File: config.mk
export PLATFORM = sky130hd
export DESIGN_NAME = hamming74_serial_rx
export DESIGN_NICKNAME = d
export VERILOG_FILES = /design/src/rtl/hamming74_serial_rx.sv
export SDC_FILE = /design/constraint.sdc
export NUM_CORES = 1
export LEC_CHECK = 0
export ABC_AREA = 1
export CAP_MARGIN = 5
export CORE_MARGIN = 8
export CORE_UTILIZATION = 59
export CTS_BUF_LIST = sky130_fd_sc_hd__clkbuf_8
export CTS_CLUSTER_DIAMETER = 100
export DETAILED_ROUTE_END_ITERATION = 12
export PLACE_DENSITY_LB_ADDON = 0.15
export SETUP_SLACK_MARGIN = 0.15
export SLEW_MARGIN = 30
export SYNTH_ARGS = -nofsm -noshare
export SYNTH_HDL_FRONTEND = slang
export SYNTH_SLANG_ARGS = --single-unit
File: constraint.sdc
create_clock -name clk -period 2.5 [get_ports clk]
set_clock_uncertainty 0.15 [all_clocks]
set_input_delay 0.375 -clock clk [delete_from_list [all_inputs] [get_ports clk]]
set_output_delay 0.375 -clock clk [all_outputs]
set_load 0.01 [all_outputs]
File: src/rtl/hamming74_serial_rx.sv
// Serial Hamming(7,4) receiver: recovers start/7-bit/stop frames from an asynchronous line,
// corrects single-bit errors and holds the decoded nibble on a valid/ready output.
module hamming74_serial_rx #(
    parameter int CLKS_PER_BIT = 868,
    parameter int CNT_W        = 8
) (
    input  logic             clk,
    input  logic             rst,
    input  logic             rx,
    output logic [3:0]       out_data,
    output logic [2:0]       out_syndrome,
    output logic             out_valid,
    input  logic             out_ready,
    output logic [CNT_W-1:0] corrected_cnt,
    output logic [CNT_W-1:0] frame_err_cnt,
    output logic [CNT_W-1:0] overrun_cnt
);

    // state | meaning
    // IDLE  | line idle, waiting for a falling edge (or for the line to recover after a bad stop)
    // START | timing to mid start bit to reject glitches
    // DATA  | sampling the seven codeword bits, cw[0] first
    // STOP  | sampling the stop bit
    // DONE  | decode and hand the word to the output register
    typedef enum logic [2:0] {
        S_IDLE,
        S_START,
        S_DATA,
        S_STOP,
        S_DONE
    } state_t;

    localparam int TMR_W = $clog2(CLKS_PER_BIT);
    localparam logic [TMR_W-1:0] TMR_BIT  = TMR_W'(CLKS_PER_BIT - 1);
    localparam logic [TMR_W-1:0] TMR_HALF = TMR_W'(CLKS_PER_BIT / 2);

    logic             sync1_q, sync1_d;
    logic             rx_s_q, rx_s_d;
    state_t           state_q, state_d;
    logic [TMR_W-1:0] timer_q, timer_d;
    logic [2:0]       bit_idx_q, bit_idx_d;
    logic [6:0]       cw_q, cw_d;
    logic             brk_q, brk_d;
    logic [3:0]       out_data_q, out_data_d;
    logic [2:0]       out_syn_q, out_syn_d;
    logic             out_valid_q, out_valid_d;
    logic [CNT_W-1:0] corr_q, corr_d;
    logic [CNT_W-1:0] ferr_q, ferr_d;
    logic [CNT_W-1:0] ovr_q, ovr_d;

    logic [2:0]       syn;
    logic [6:0]       cw_fix;

    function automatic logic [CNT_W-1:0] sat_inc(input logic [CNT_W-1:0] v);
        return (&v) ? v : v + 1'b1;
    endfunction

    always_comb begin
        syn    = {^(cw_q & 7'b1111000), ^(cw_q & 7'b1100110), ^(cw_q & 7'b1010101)};
        cw_fix = cw_q;
        if (syn != 3'd0) begin
            cw_fix = cw_q ^ (7'b0000001 << (syn - 3'd1));
        end
    end

    always_comb begin
        sync1_d     = rx;
        rx_s_d      = sync1_q;
        state_d     = state_q;
        timer_d     = timer_q;
        bit_idx_d   = bit_idx_q;
        cw_d        = cw_q;
        brk_d       = brk_q;
        out_data_d  = out_data_q;
        out_syn_d   = out_syn_q;
        out_valid_d = out_valid_q;
        corr_d      = corr_q;
        ferr_d      = ferr_q;
        ovr_d       = ovr_q;

        if (out_valid_q && out_ready) begin
            out_valid_d = 1'b0;
        end

        case (state_q)
            S_IDLE: begin
                if (brk_q) begin
                    if (rx_s_q) begin
                        brk_d = 1'b0;
                    end
                end else if (!rx_s_q) begin
                    state_d = S_START;
                    timer_d = TMR_HALF;
                end
            end
            S_START: begin
                if (timer_q == '0) begin
                    if (!rx_s_q) begin
                        state_d   = S_DATA;
                        timer_d   = TMR_BIT;
                        bit_idx_d = 3'd0;
                    end else begin
                        state_d = S_IDLE;
                    end
                end else begin
                    timer_d = timer_q - 1'b1;
                end
            end
            S_DATA: begin
                if (timer_q == '0) begin
                    cw_d[bit_idx_q] = rx_s_q;
                    timer_d         = TMR_BIT;
                    if (bit_idx_q == 3'd6) begin
                        state_d = S_STOP;
                    end else begin
                        bit_idx_d = bit_idx_q + 3'd1;
                    end
                end else begin
                    timer_d = timer_q - 1'b1;
                end
            end
            S_STOP: begin
                if (timer_q == '0) begin
                    if (rx_s_q) begin
                        state_d = S_DONE;
                    end else begin
                        // a held-low line must return high before the next start counts
                        state_d = S_IDLE;
                        brk_d   = 1'b1;
                        ferr_d  = sat_inc(ferr_q);
                    end
                end else begin
                    timer_d = timer_q - 1'b1;
                end
            end
            S_DONE: begin
                state_d = S_IDLE;
                if (!out_valid_q || out_ready) begin
                    out_data_d  = {cw_fix[6], cw_fix[5], cw_fix[4], cw_fix[2]};
                    out_syn_d   = syn;
                    out_valid_d = 1'b1;
                    if (syn != 3'd0) begin
                        corr_d = sat_inc(corr_q);
                    end
                end else begin
                    ovr_d = sat_inc(ovr_q);
                end
            end
            default: begin
                state_d = S_IDLE;
            end
        endcase
    end

    always_ff @(posedge clk) begin
        if (rst) begin
            sync1_q     <= 1'b1;
            rx_s_q      <= 1'b1;
            state_q     <= S_IDLE;
            timer_q     <= '0;
            bit_idx_q   <= 3'd0;
            cw_q        <= 7'd0;
            brk_q       <= 1'b0;
            out_data_q  <= 4'd0;
            out_syn_q   <= 3'd0;
            out_valid_q <= 1'b0;
            corr_q      <= '0;
            ferr_q      <= '0;
            ovr_q       <= '0;
        end else begin
            sync1_q     <= sync1_d;
            rx_s_q      <= rx_s_d;
            state_q     <= state_d;
            timer_q     <= timer_d;
            bit_idx_q   <= bit_idx_d;
            cw_q        <= cw_d;
            brk_q       <= brk_d;
            out_data_q  <= out_data_d;
            out_syn_q   <= out_syn_d;
            out_valid_q <= out_valid_d;
            corr_q      <= corr_d;
            ferr_q      <= ferr_d;
            ovr_q       <= ovr_d;
        end
    end

    assign out_data      = out_data_q;
    assign out_syndrome  = out_syn_q;
    assign out_valid     = out_valid_q;
    assign corrected_cnt = corr_q;
    assign frame_err_cnt = ferr_q;
    assign overrun_cnt   = ovr_q;

endmodule

# ---- After elaboration in Yosys (flattened, before gate mapping)
# Cells that the tools add are included.
dict set report totals {
  ff_bits 58
  elab_cells 102
  inputBits 4
}
dict set report op_classes {
  bitwise 6
  muxes 33
  eq_ne 16
  addsub 6
  reduce_logical 25
  shift 1
  magnitude_cmp 2
}
# operator n
set ops {}
lappend ops {{2-to-1 mux 10 bit} 6}
lappend ops {{case mux 10 bit (4 select lines)} 1}
lappend ops {{2-to-1 mux 3 bit} 11}
lappend ops {{adder 8 x 1 -> 8 bit, second input constant} 3}
lappend ops {{AND reduction 8 bit} 3}
lappend ops {{parity 7 bit} 3}
lappend ops {{!= test 2 bit, second input constant} 10}
lappend ops {{case mux 3 bit (4 select lines)} 1}
lappend ops {{zero test 10 bit} 1}
lappend ops {{AND reduction 5 bit} 2}
lappend ops {{subtractor 10 x 1 -> 10 bit, second input constant} 1}
lappend ops {{2-to-1 mux 1 bit} 8}
lappend ops {{AND reduction 4 bit} 2}
lappend ops {{bitwise mux 7 bit} 1}
lappend ops {{2-to-1 mux 7 bit} 1}
lappend ops {{<< shifter 1 x 3 -> 7 bit, first input constant} 1}
lappend ops {{bitwise XOR 7 bit} 1}
lappend ops {{equality test 3 x 2 -> 1 bit, second input constant} 2}
lappend ops {{equality test 3 bit, second input constant} 2}
lappend ops {{case mux 3 bit (2 select lines)} 1}
lappend ops {{AND reduction 3 bit} 2}
lappend ops {{AND reduction 6 bit} 1}
lappend ops {{inverter 1 bit} 5}
lappend ops {{< comparator 3 x 4 -> 1 bit, second input constant} 1}
lappend ops {{other kinds (16)} 19}

# ---- Depth between registers and ports, before layout
dict set report logic_depth {
  ltp_word 5
  depth_mapped 15
  ltp_nobuf 15
}

# ---- Least setup slack after synthesis
# No wires, ideal clock.
dict set report synth_timing {
  path_type {register to register}
  startpoint {register cw_q[2]}
  endpoint {register out_data_q[3], in the netlist out_data[3]}
  required_ns 2.241
  path_buffers 0
  path_stages_with_launch 16
  setup_time_ns 0.109
  slack_ns 0.506
  arrival_ns 1.736
  cell_sequence {dfxtp_1 -> inv_1 -> nand2_1 -> nand2_1 -> nand2_1 -> nand2_1 -> a21oi_1 -> ha_1 -> nor2_1 -> inv_1 -> nor2_2 -> nand2_1 -> nand2_1 -> nand3_1 -> nand2_1 -> inv_1}
}
dict set report synth_via {
  elab_chain_len 5
}
# item line
set synth_lines {}
lappend synth_lines {{from (decl)} 42} ;# logic [6:0] cw_q, cw_d;
lappend synth_lines {{from (signal assigned)} 176} ;# cw_q <= cw_d;
lappend synth_lines {{parity 7 bit} 59} ;# syn = {^(cw_q & 7'b1111000), ^(cw_q & 7'b1100110), ^(cw_q & 7'b1010101)};
lappend synth_lines {{subtractor 3 x 1 -> 3 bit} 62} ;# cw_fix = cw_q ^ (7'b0000001 << (syn - 3'd1));
lappend synth_lines {{<< shifter 1 x 3 -> 7 bit} 62}
lappend synth_lines {{bitwise XOR 7 bit} 62}
lappend synth_lines {{2-to-1 mux 7 bit *} 61} ;# if (syn != 3'd0) begin
lappend synth_lines {{to (signal assigned)} 178} ;# out_data_q <= out_data_d;
lappend synth_lines {{to (decl)} 44} ;# logic [3:0] out_data_q, out_data_d;
# Mark *: on every way between the ends. The rest lies on a longest branch, timed or not.
# A chain may end at the register's enable or synchronous reset.

# ---- Worst setup path after layout
dict set report layout_timing {
  startpoint {register cw_q[2]}
  endpoint {register out_data_q[1], in the netlist out_data[1]}
}
# Same word-level chain as after synthesis.

==> flow_summary_export.csv <==
group,metric,value,unit
status,status,"completed",
yosys,yosys.area.top_type_share,35.20,%
yosys,yosys_warnings,0,
timing,grt_setup_unrepaired,"no",
timing,layout_setup_ws,349.1,ps
routing,ant_nets,0,
setup_path,critPathRequiredTime,2580,ps
floorplanning,core,0.005439,mm^2
global_routing,antenna_found_initial,0,
global_routing,grt_pass1_vias,2889,
global_routing,grt_usage,18.48,%
layout,nFillCells,447,
timing,fin_crit,2151,ps
yosys,async_reset_ff_share,0,%
yosys,ys.flop_type,"dfxtp_1",
clock_tree,clk-insertion-delay-late,330,ps
floorplanning,dieArea,0.008238,mm^2
timing,finalHoldViolations,0,
clock_tree,clk_pin_slew,70,ps
timing,slew_headroom,64.71,%
clock_tree,cts_htree_levels,3,
layout,nets,528,
timing,setup-violations-final,0,
placement,place_ws,61.15,ps
timing,tightest_slew,528.8,ps
setup_path,crit_arrival,2230,ps
flow_run,maxCapViolCount,0,
yosys,netlist_instances,475,
layout,layout.cells.non_filler,593,
timing,fmax,464.9,MHz
pwr,leakagePower,1.647,nW
setup_path,critical_path_class,"flop to flop",
routing,wl,7495,um
routing,first_pass_iters,5,
yosys,ys_types,38,
global_routing,grt_pass1_wl,12810,um
yosys,synth_common_cells,"nand2_1 (113), dfxtp_1 (58), inv_1 (53), a21oi_1 (44), nor2_1 (43)",
floorplanning,dieWidth,90.77,um
setup_path,slowest_stage,"dfxtp_2",
yosys,synth_area,0.003298,mm^2
clock_tree,postCtsSetupRepairBufs,0,
yosys,synth_top_area_cell,"dfxtp_1",
clock_tree,cts_sinks,58,
setup_path,endpoint_kind,"flop",
floorplanning,io_pins,36,
setup_path,start_kind,"flop",
placement,dpl.hpwl,5458,um
placement,post-place-cells,577,
floorplanning,fp-row-count,27,
yosys,ys_seq_area_share,35.20,%
floorplanning,start_util,60.64,%
floorplanning,dieHeight,90.77,um
global_routing,grt.overflow.total,0,
placement,gp_congestion,0.8841,
yosys,ys_seq_elements,58,
pwr,powerDensity,778.7,mW/mm^2
routing,wl_per_cell,12.64,um
yosys,synth-edff-count,0,
layout,n_antenna_cell,0,
routing,viasPerCell,5.312,
layout,syn_to_final_growth,19.65,%
yosys,synth_area_leaders,"dfxtp_1 (35%), nand2_1 (13%), a21oi_1 (6.7%), inv_1 (6.0%), nand3_1 (5.0%)",
layout,drive_gt1_share,12.67,%
timing,slew_viol_final,0,
setup_path,max_stage_delay,370,ps
setup_path,worstPathMaxFanout,7,
yosys,avgSynthCellArea,6.944,um^2
layout,postLayoutCellArea,0.003946,mm^2
clock_tree,cts_buffers,9,
clock_tree,ctsLongestPathBuffers,2,
pwr,ir_drop,0.8038,mV
yosys,yosysMostFrequentCell,"nand2_1",
setup_path,crit_chain,"inv_1 -> nand2_1 -> nand2_1 -> nand2_1 -> nand2_2 -> a21oi_1 -> ha_2 -> nor2_2 -> inv_1 -> nor2_4 -> nand2_1 -> nand2_1 -> nand3_1 -> nand2_1 -> inv_1",
timing,finalSetupTns,0,ps
yosys,syn_nets,487,
global_routing,grt_max_degree,19,
clock_tree,cts_tree,"built",
routing,via_count,3150,
clock_tree,cts-root-buf,"clkbuf_8",
routing,drc_errors,0,
clock_tree,holdBufCountCts,0,
setup_path,crit_top_cell,"nand2_1",
timing,finalCritPeriodShare,86.04,%
hold_path,hold_class,"flop to flop",
placement,io_buffers,35,
placement,place_area,0.003722,mm^2
routing,drtIter0Drc,146,
## path summary, 6_finish.rpt
path	start	endpoint	slack [ps]	cells after the start
max	cw_q[2]	out_data[1]	350	15
max reg2reg	cw_q[2]	out_data[1]	350	15
min	rx_s_d	rx_s_q	290	1
min reg2reg	rx_s_d	rx_s_q	290	1
## per-stage QoR
| step | hold slack (ps) | utilization [%] | total power [mW] |
|---|---|---|---|
| 4_1_cts | 288.3 | 72.28 | 3.086 |
| 5_1_grt | 303.6 | 72.56 | 3.278 |
| 2_1_floorplan | 239.5 | - | 1.992 |
| 3_5_place_dp | 266.5 | 68.44 | 2.188 |
| 6_report | 288.5 | 72.56 | 3.073 |
| 3_3_place_gp | 243.7 | 68.44 | 2.165 |
## report_power, final
part | internal [mW] | switching (mW) | total (mW)
clock | 0.509 | 0.369 | 0.878
combinational | 0.374 | 0.714 | 1.09
sequential | 1.00 | 0.102 | 1.11
## cell families after synthesis
kind of cell	after synthesis	share of synthesized area, %
xor+xnor	15	3.983
simple gates	244	35.58
fa+ha+maj	8	3.035
buf+inv	67	8.080
compound gates	83	14.11
flops	58	35.20
## layout make-up
| type | instances | area, um^2 | area share [%] |
|---|---|---|---|
| Timing Repair Buffer | 39 | 380.4 | 9.639 |
| Multi-Input combinational cell | 350 | 1887 | 47.81 |
| Clock buffer | 11 | 151.4 | 3.836 |
| Tap cell | 72 | 90.09 | 2.283 |
| Clock inverter | 5 | 53.80 | 1.363 |
| Sequential cell | 58 | 1164 | 29.49 |
| Inverter | 58 | 220.2 | 5.580 |
## what timing repair did
action                                 CTS  global route
endpoints found under the hold margin    0             0
setup endpoints to repair                6             8
cloned                                   0             0
resized for setup                        1             6
## registers in the layout, indices dropped and copies added, names as in the netlist
signal and flops:
brk_q 1, out_syndrome 3, bit_idx_q 3, timer_q 10, rx_s_q 1, cw_q 7, overrun_cnt 8, state_q 3
corrected_cnt 8, out_valid 1, out_data 4, frame_err_cnt 8, rx_s_d 1
## worst max-delay path: cells and delay by family (launching register included)
kind,cells,cell delay (ps)
flip-flops,1,370
buffers and inverters,3,220
AO/OA/AOI/OAI,1,140
AND/OR/NAND/NOR,10,880
adder cells (fa/ha/maj),1,300
## cell usage in the layout, fill, tap and decap left out, drive strengths merged
cell type,Yosys,layout
a21oi,46,46
and2,2,2
buf,3,4
bufinv,0,1
clkbuf,6,11
clkdlybuf4s50,0,35
clkinv,0,1
clkinvlp,0,2
dfxtp,58,58
ha,8,8
inv,58,59
nand2,124,124
nand3,37,37
nand3b,2,2
nand4,12,12
nor2,56,56
nor3,7,7
nor4,1,1
o211a,1,1
o211ai,2,2
o21a,8,8
o21ai,24,24
o21bai,2,2
or2,3,3
xnor2,5,5
xor2,10,10
## per-layer routing
layer	global-route usage (%)	vias up	wire, um
li1	-	1627	-
met1	21.20	1433	3392
met2	31.36	76	3600
met3	5.237	14	348
met4	7.490	0	153
met5	0	-	0
Power figures use the tool's default switching activity.
==> edit 1: new RTL, same flow settings <==
`cw_q` and `out_data_q` no longer have a reset.
--- a/src/rtl/hamming74_serial_rx.sv
+++ b/src/rtl/hamming74_serial_rx.sv
@@ -159,9 +159,7 @@
             state_q     <= S_IDLE;
             timer_q     <= '0;
             bit_idx_q   <= 3'd0;
-            cw_q        <= 7'd0;
             brk_q       <= 1'b0;
-            out_data_q  <= 4'd0;
             out_syn_q   <= 3'd0;
             out_valid_q <= 1'b0;
             corr_q      <= '0;
@@ -173,15 +171,18 @@
             state_q     <= state_d;
             timer_q     <= timer_d;
             bit_idx_q   <= bit_idx_d;
-            cw_q        <= cw_d;
             brk_q       <= brk_d;
-            out_data_q  <= out_data_d;
             out_syn_q   <= out_syn_d;
             out_valid_q <= out_valid_d;
             corr_q      <= corr_d;
             ferr_q      <= ferr_d;
             ovr_q       <= ovr_d;
         end
+    end
+
+    always_ff @(posedge clk) begin
+        cw_q       <= cw_d;
+        out_data_q <= out_data_d;
     end
 
     assign out_data      = out_data_q;
Formal check against the unedited RTL: same outputs for any inputs over 10 cycles, from zero or initial values and one cycle with rst high; that may be too few to reach the edited logic, so the function may still have changed.
==> edit 1 against the original RTL <==
Routed wire length fell by 6.8%. Synthesized area is the same. Maximum frequency down 6.7%. Clock power is 8.0% lower. Count of clock-buffer cells in the layout up 2. Worst setup slack worse by 0.15 ns. Die area unchanged. Sequential cell count did not move. Power decreased by 13%. Final area increased by 0.38%. Largest cell class unchanged. Largest power group unchanged.
==> edit 1: results (changes against the original RTL) <==
| Metric | Value |
|---|---|
| Outcome | complete, no violations (unchanged) |
| Top reg by flops | timer_q (unchanged) |
| Synth top cells by count | 106 x nand2_1, 61 x inv_1, 47 x dfxtp_1 (was 113 x nand2_1, 58 x dfxtp_1, 53 x inv_1) |
| Fill cells | 449 (was 447) |
| Fraction of registers with async set or reset after synthesis | 0% (unchanged) |
| Vias in the first global route | 2810 (was 2889) |
| Ranking of synthesized cells by area | dfxtp_1 29%, nand2_1 12%, edfxtp_1 10% (was dfxtp_1 35%, nand2_1 13%, a21oi_1 6.7%) |
| Number of enable flip-flop cells after synthesis | 11 (was 0) |
| Root cell of the clock tree | clkbuf_8 (unchanged) |
| Slew Viols, Final | 0 (unchanged) |
| Via/cell ratio | 5.23 (was 5.31) |
| Max clock buf depth | 2 (unchanged) |
| Fraction of layout cells with a size suffix above 1 | 11.7% (was 12.7%) |
| Final wirelength | 6990 µm (was 7500 µm) |
| Peak VDD IR | 0.495 mV (was 0.804 mV) |
| Overall Global Routing Usage | 17.1% (was 18.5%) |
| Antenna violations before repair | 0 (unchanged) |
| Clock slew at reported path FFs | 0.07 ns (about the same) |
| Number of buffers added on ports | 35 (unchanged) |
| Cts bufs inserted | 9 (unchanged) |
| Worst-Skew Late Latency | 0.33 ns (about the same) |
| Iteration-0 DRC Markers | 232 (was 146) |
| Hold_ws | 0.262 ns (was 0.288 ns) |
| H-tree Lvls | 3 (unchanged) |
| Crit path max-delay family | simple AND/OR/NAND/NOR gates (unchanged) |
| Worst EP arrival | 2.24 ns |
| Hold Crit Class | flip-flop to flip-flop (unchanged) |
| Largest fanout on the critical path | 3 (was 7) |
| Initial DRT Pass Iterations | 4 (was 5) |
| Crit-path slowest cell | edfxtp_1 (was dfxtp_2) |
| Largest net degree at the start of global routing | 28 (was 19) |
| Top_reg_cell synth | dfxtp_1 (unchanged) |
| Slew HR | 56.4% (was 64.7%) |
| Leak | 1.68 nW (was 1.65 nW) |
| First-pass GRT wire length | 11800 µm (was 12800 µm) |
| Max FFs per register | 10 (unchanged) |
| Final nets | 514 (was 528) |
| Post-synthesis cell type count | 32 (was 38) |
| HPWL Detailed | 4930 µm (was 5460 µm) |
| Slowest cell delay on critical path | 0.47 ns (was 0.37 ns) |
| ANT cells | 0 (unchanged) |
| RD Place Congestion | 0.914 (was 0.884) |
| YS warnings | 0 (unchanged) |
| Placed Area | 3720 µm² (about the same) |
| Worst R2R Setup Slack | 0.19 ns (was 0.35 ns) |
| Mapped Nets | 468 (was 487) |
| Post-synthesis sequential area ratio | 38.5% (was 35.2%) |
[edit 1: cell types whose count changed in the layout (fill, tap and decap cells not counted), moves of 4 or more]
cell	before	now
nand2_1	112	106
nor2_2	10	4
nand2_2	8	4
a21oi_1	44	31
dfxtp_1	56	47
nand3_2	4	0
o21a_1	8	0
edfxtp_1	0	11
nand3_1	33	40
nor3_1	5	11
inv_1	54	61
[edit 1: metal layers]
layer	vias to the layer above	GRT usage, %	part of all wire [%]
met3	12	4.99	5.8
met1	1382	18.1	43
li1	1555	-	-
met4	0	7.49	1.4
met5	-	0	0
met2	74	30.6	49
[edit 1: cells by family after synthesis]
group	count (synthesis)	synth area share, %
compound gates	57	9.41
fa+ha+maj	8	3.04
xor+xnor	22	5.84
flops	58	38.5
buf+inv	73	8.80
simple gates	238	34.4
[edit 1: where the power goes]
part / internal [mW] / switching [mW] / leakage (nW)
combinational: 0.259 / 0.512 / 1.11
sequential: 1.01 / 0.0758 / 0.478
clock: 0.459 / 0.348 / 0.0989
total: 1.73 / 0.937 / 1.68
[edit 1: worst reg2reg max path, stage by stage (launching register included)]
cell	delay, ns
edfxtp_1	0.47
buf_4	0.19
inv_1	0.06
nand2_1	0.08
nand2_1	0.08
nand2_1	0.06
nand2_1	0.10
nor2_1	0.07
ha_1	0.32
nor2_2	0.18
nand2_1	0.10
o21ai_0	0.15
nand2_1	0.06
[edit 1: stage by stage]
step	setup WS [ns]	cells
after floorplan	0.363	456
after global placement	0.300	559
after detailed placement	0.111	559
after CTS	0.153	574
after global routing	0.0854	578
final	0.195	578
[edit 1: final cells by class]
type / instances / area (µm²) / share of cell area, %
clock buffer: 13 / 179 / 4.52
clock inverter: 2 / 11.3 / 0.284
inverter: 66 / 253 / 6.38
multi-input combinational: 325 / 1750 / 44.3
sequential: 58 / 1270 / 32.1
tap: 72 / 90.1 / 2.27
timing repair buffer: 42 / 403 / 10.2
[edit 1: path summary, 6_finish.rpt]
path,from,cells past startpoint,to
setup / recovery,cw_q[6],12,out_data[1]
hold / removal,rx_s_d,1,rx_s_q
setup reg to reg,cw_q[6],12,out_data[1]
hold reg to reg,rx_s_d,1,rx_s_q
[edit 1: repair_timing]
item,CTS,global route
setup endpoints to repair,1,3
pin swaps,0,1
endpoints found under the hold margin,0,0
buffers inserted,0,4
gates resized for setup,1,3
==> edit 2: new RTL, same settings <==
Made on the original files. The parameter `CLKS_PER_BIT` goes from 868 to 1736.
--- a/src/rtl/hamming74_serial_rx.sv
+++ b/src/rtl/hamming74_serial_rx.sv
@@ -1,7 +1,7 @@
 // Serial Hamming(7,4) receiver: recovers start/7-bit/stop frames from an asynchronous line,
 // corrects single-bit errors and holds the decoded nibble on a valid/ready output.
 module hamming74_serial_rx #(
-    parameter int CLKS_PER_BIT = 868,
+    parameter int CLKS_PER_BIT = 1736,
     parameter int CNT_W        = 8
 ) (
     input  logic             clk,
Function: same outputs for any inputs over 10 cycles, from zero or initial values and one cycle with rst high; that may be too few to reach the edited logic, so the function may still have changed.
==> edit 2 against the original RTL <==
Die area increased by 4.9%. Synthesized area increased by 6.0%. First-iteration DRC count up 8.9%. Synthesized cell count increased by 13%. Routed wire length increased by 5.2%. Final area is 2.9% higher. Sequential cell count increased by 1. Power increased by 9.9%. Worst setup slack got worse by 0.026 ns. Sequential power up 7%. Global-route usage increased by 0.72 points. Final cell count up 9.6%. Sequential share of layout area down 0.32 points.
==> edit 2: results (changes against the original RTL) <==
| Metric | Value |
|---|---|
| Reg-to-reg critical path startpoint | cw_q[4] (was cw_q[2]) |
| Post-Synth Adder-Cell Area | 2.86% (was 3.03%) |
| M1 WL | 3780 µm (was 3390 µm) |
| HPWL Detailed | 5650 µm (was 5460 µm) |
| P_seq | 1.19 mW (was 1.11 mW) |
| Fraction of layout cells with a size suffix above 1 | 9.39% (was 12.7%) |
| First-pass GRT wire length | 13800 µm (was 12800 µm) |
| Sequential cell area share | 29.2% (was 29.5%) |
| Peak VDD IR | 0.542 mV (was 0.804 mV) |
| Overall power | 3.38 mW (was 3.07 mW) |
| Synth top cells by count | 148 x nand2_1, 63 x nor2_1, 61 x inv_1 (was 113 x nand2_1, 58 x dfxtp_1, 53 x inv_1) |
| DR vias | 3444 (was 3150) |
| Final nets | 583 (was 528) |
| Synth Area in XOR/XNOR | 4.76% (was 3.98%) |
| Inverters | 65 (was 58) |
| Leak | 1.79 nW (was 1.65 nW) |
| Largest fanout on the critical path | 6 (was 7) |
| Largest net degree at the start of global routing | 21 (was 19) |
| Non-Clock Buffer Area Fraction | 9.49% (was 9.64%) |
| Met3 usage | 4.69% (was 5.24%) |
| Pre-CTS WS | 0.138 ns (was 0.0611 ns) |
| GR met2 Demand/Resource | 30.6% (was 31.4%) |
| Outcome | complete, no violations (unchanged) |
| Met2 wire length | 3620 µm (was 3600 µm) |
| Sw Share | 43.8% (was 38.6%) |
| Overall Global Routing Usage | 19.2% (was 18.5%) |
| Area of the multi-input gates | 1990 µm² (was 1890 µm²) |
| Met3 wire len | 375 µm (was 348 µm) |
| Multi-input gate count | 398 (was 350) |
| Post-synthesis sequential area ratio | 33.8% (was 35.2%) |
| Ranking of synthesized cells by area | dfxtp_1 34%, nand2_1 16%, nor2_1 6.8% (was dfxtp_1 35%, nand2_1 13%, a21oi_1 6.7%) |
| Crit-path slowest cell | ha_2 (was dfxtp_2) |
| R2R Path End | out_data[0] (was out_data[1]) |
| Iteration-0 DRC Markers | 159 (was 146) |
| Slew HR | 66.3% (was 64.7%) |
| Final wirelength | 7880 µm (was 7500 µm) |
| M1 GR Usage | 24.1% (was 21.2%) |
| R2r worst-path depth | 14 (was 15) |
| RD Place Congestion | 0.904 (was 0.884) |
| Worst R2R Setup Slack | 0.32 ns (was 0.35 ns) |
edit 2: metrics by stage:
stage	util, %	cells	cell area [µm²]	hold WS, ns
4_1_cts	69.7	650	4050	0.278
3_5_place_dp	66.9	635	3890	0.258
5_1_grt	69.9	650	4060	0.310
6_report	69.9	650	4060	0.273
2_1_floorplan	-	537	3490	0.239
3_3_place_gp	66.9	635	3890	0.244
edit 2: worst max path at each step:
stage                        from          end  slack (ns)  cells after the start
after detailed placement  cw_q[6]  out_data[1]        0.14                     13
after CTS                 cw_q[6]  out_data[1]        0.23                     13
final                     cw_q[4]  out_data[0]        0.32                     14
after global routing      cw_q[2]  out_data[1]        0.13                     13
after global placement    cw_q[6]  out_data[1]        0.28                     13
after floorplan           cw_q[6]  out_data[1]        0.42                     14
edit 2: timing repair:
item                                    in CTS  in global routing
pin swaps                                    0                  0
setup buffers                                0                  0
endpoints found under the setup margin       1                  9
resized for setup                            1                  6
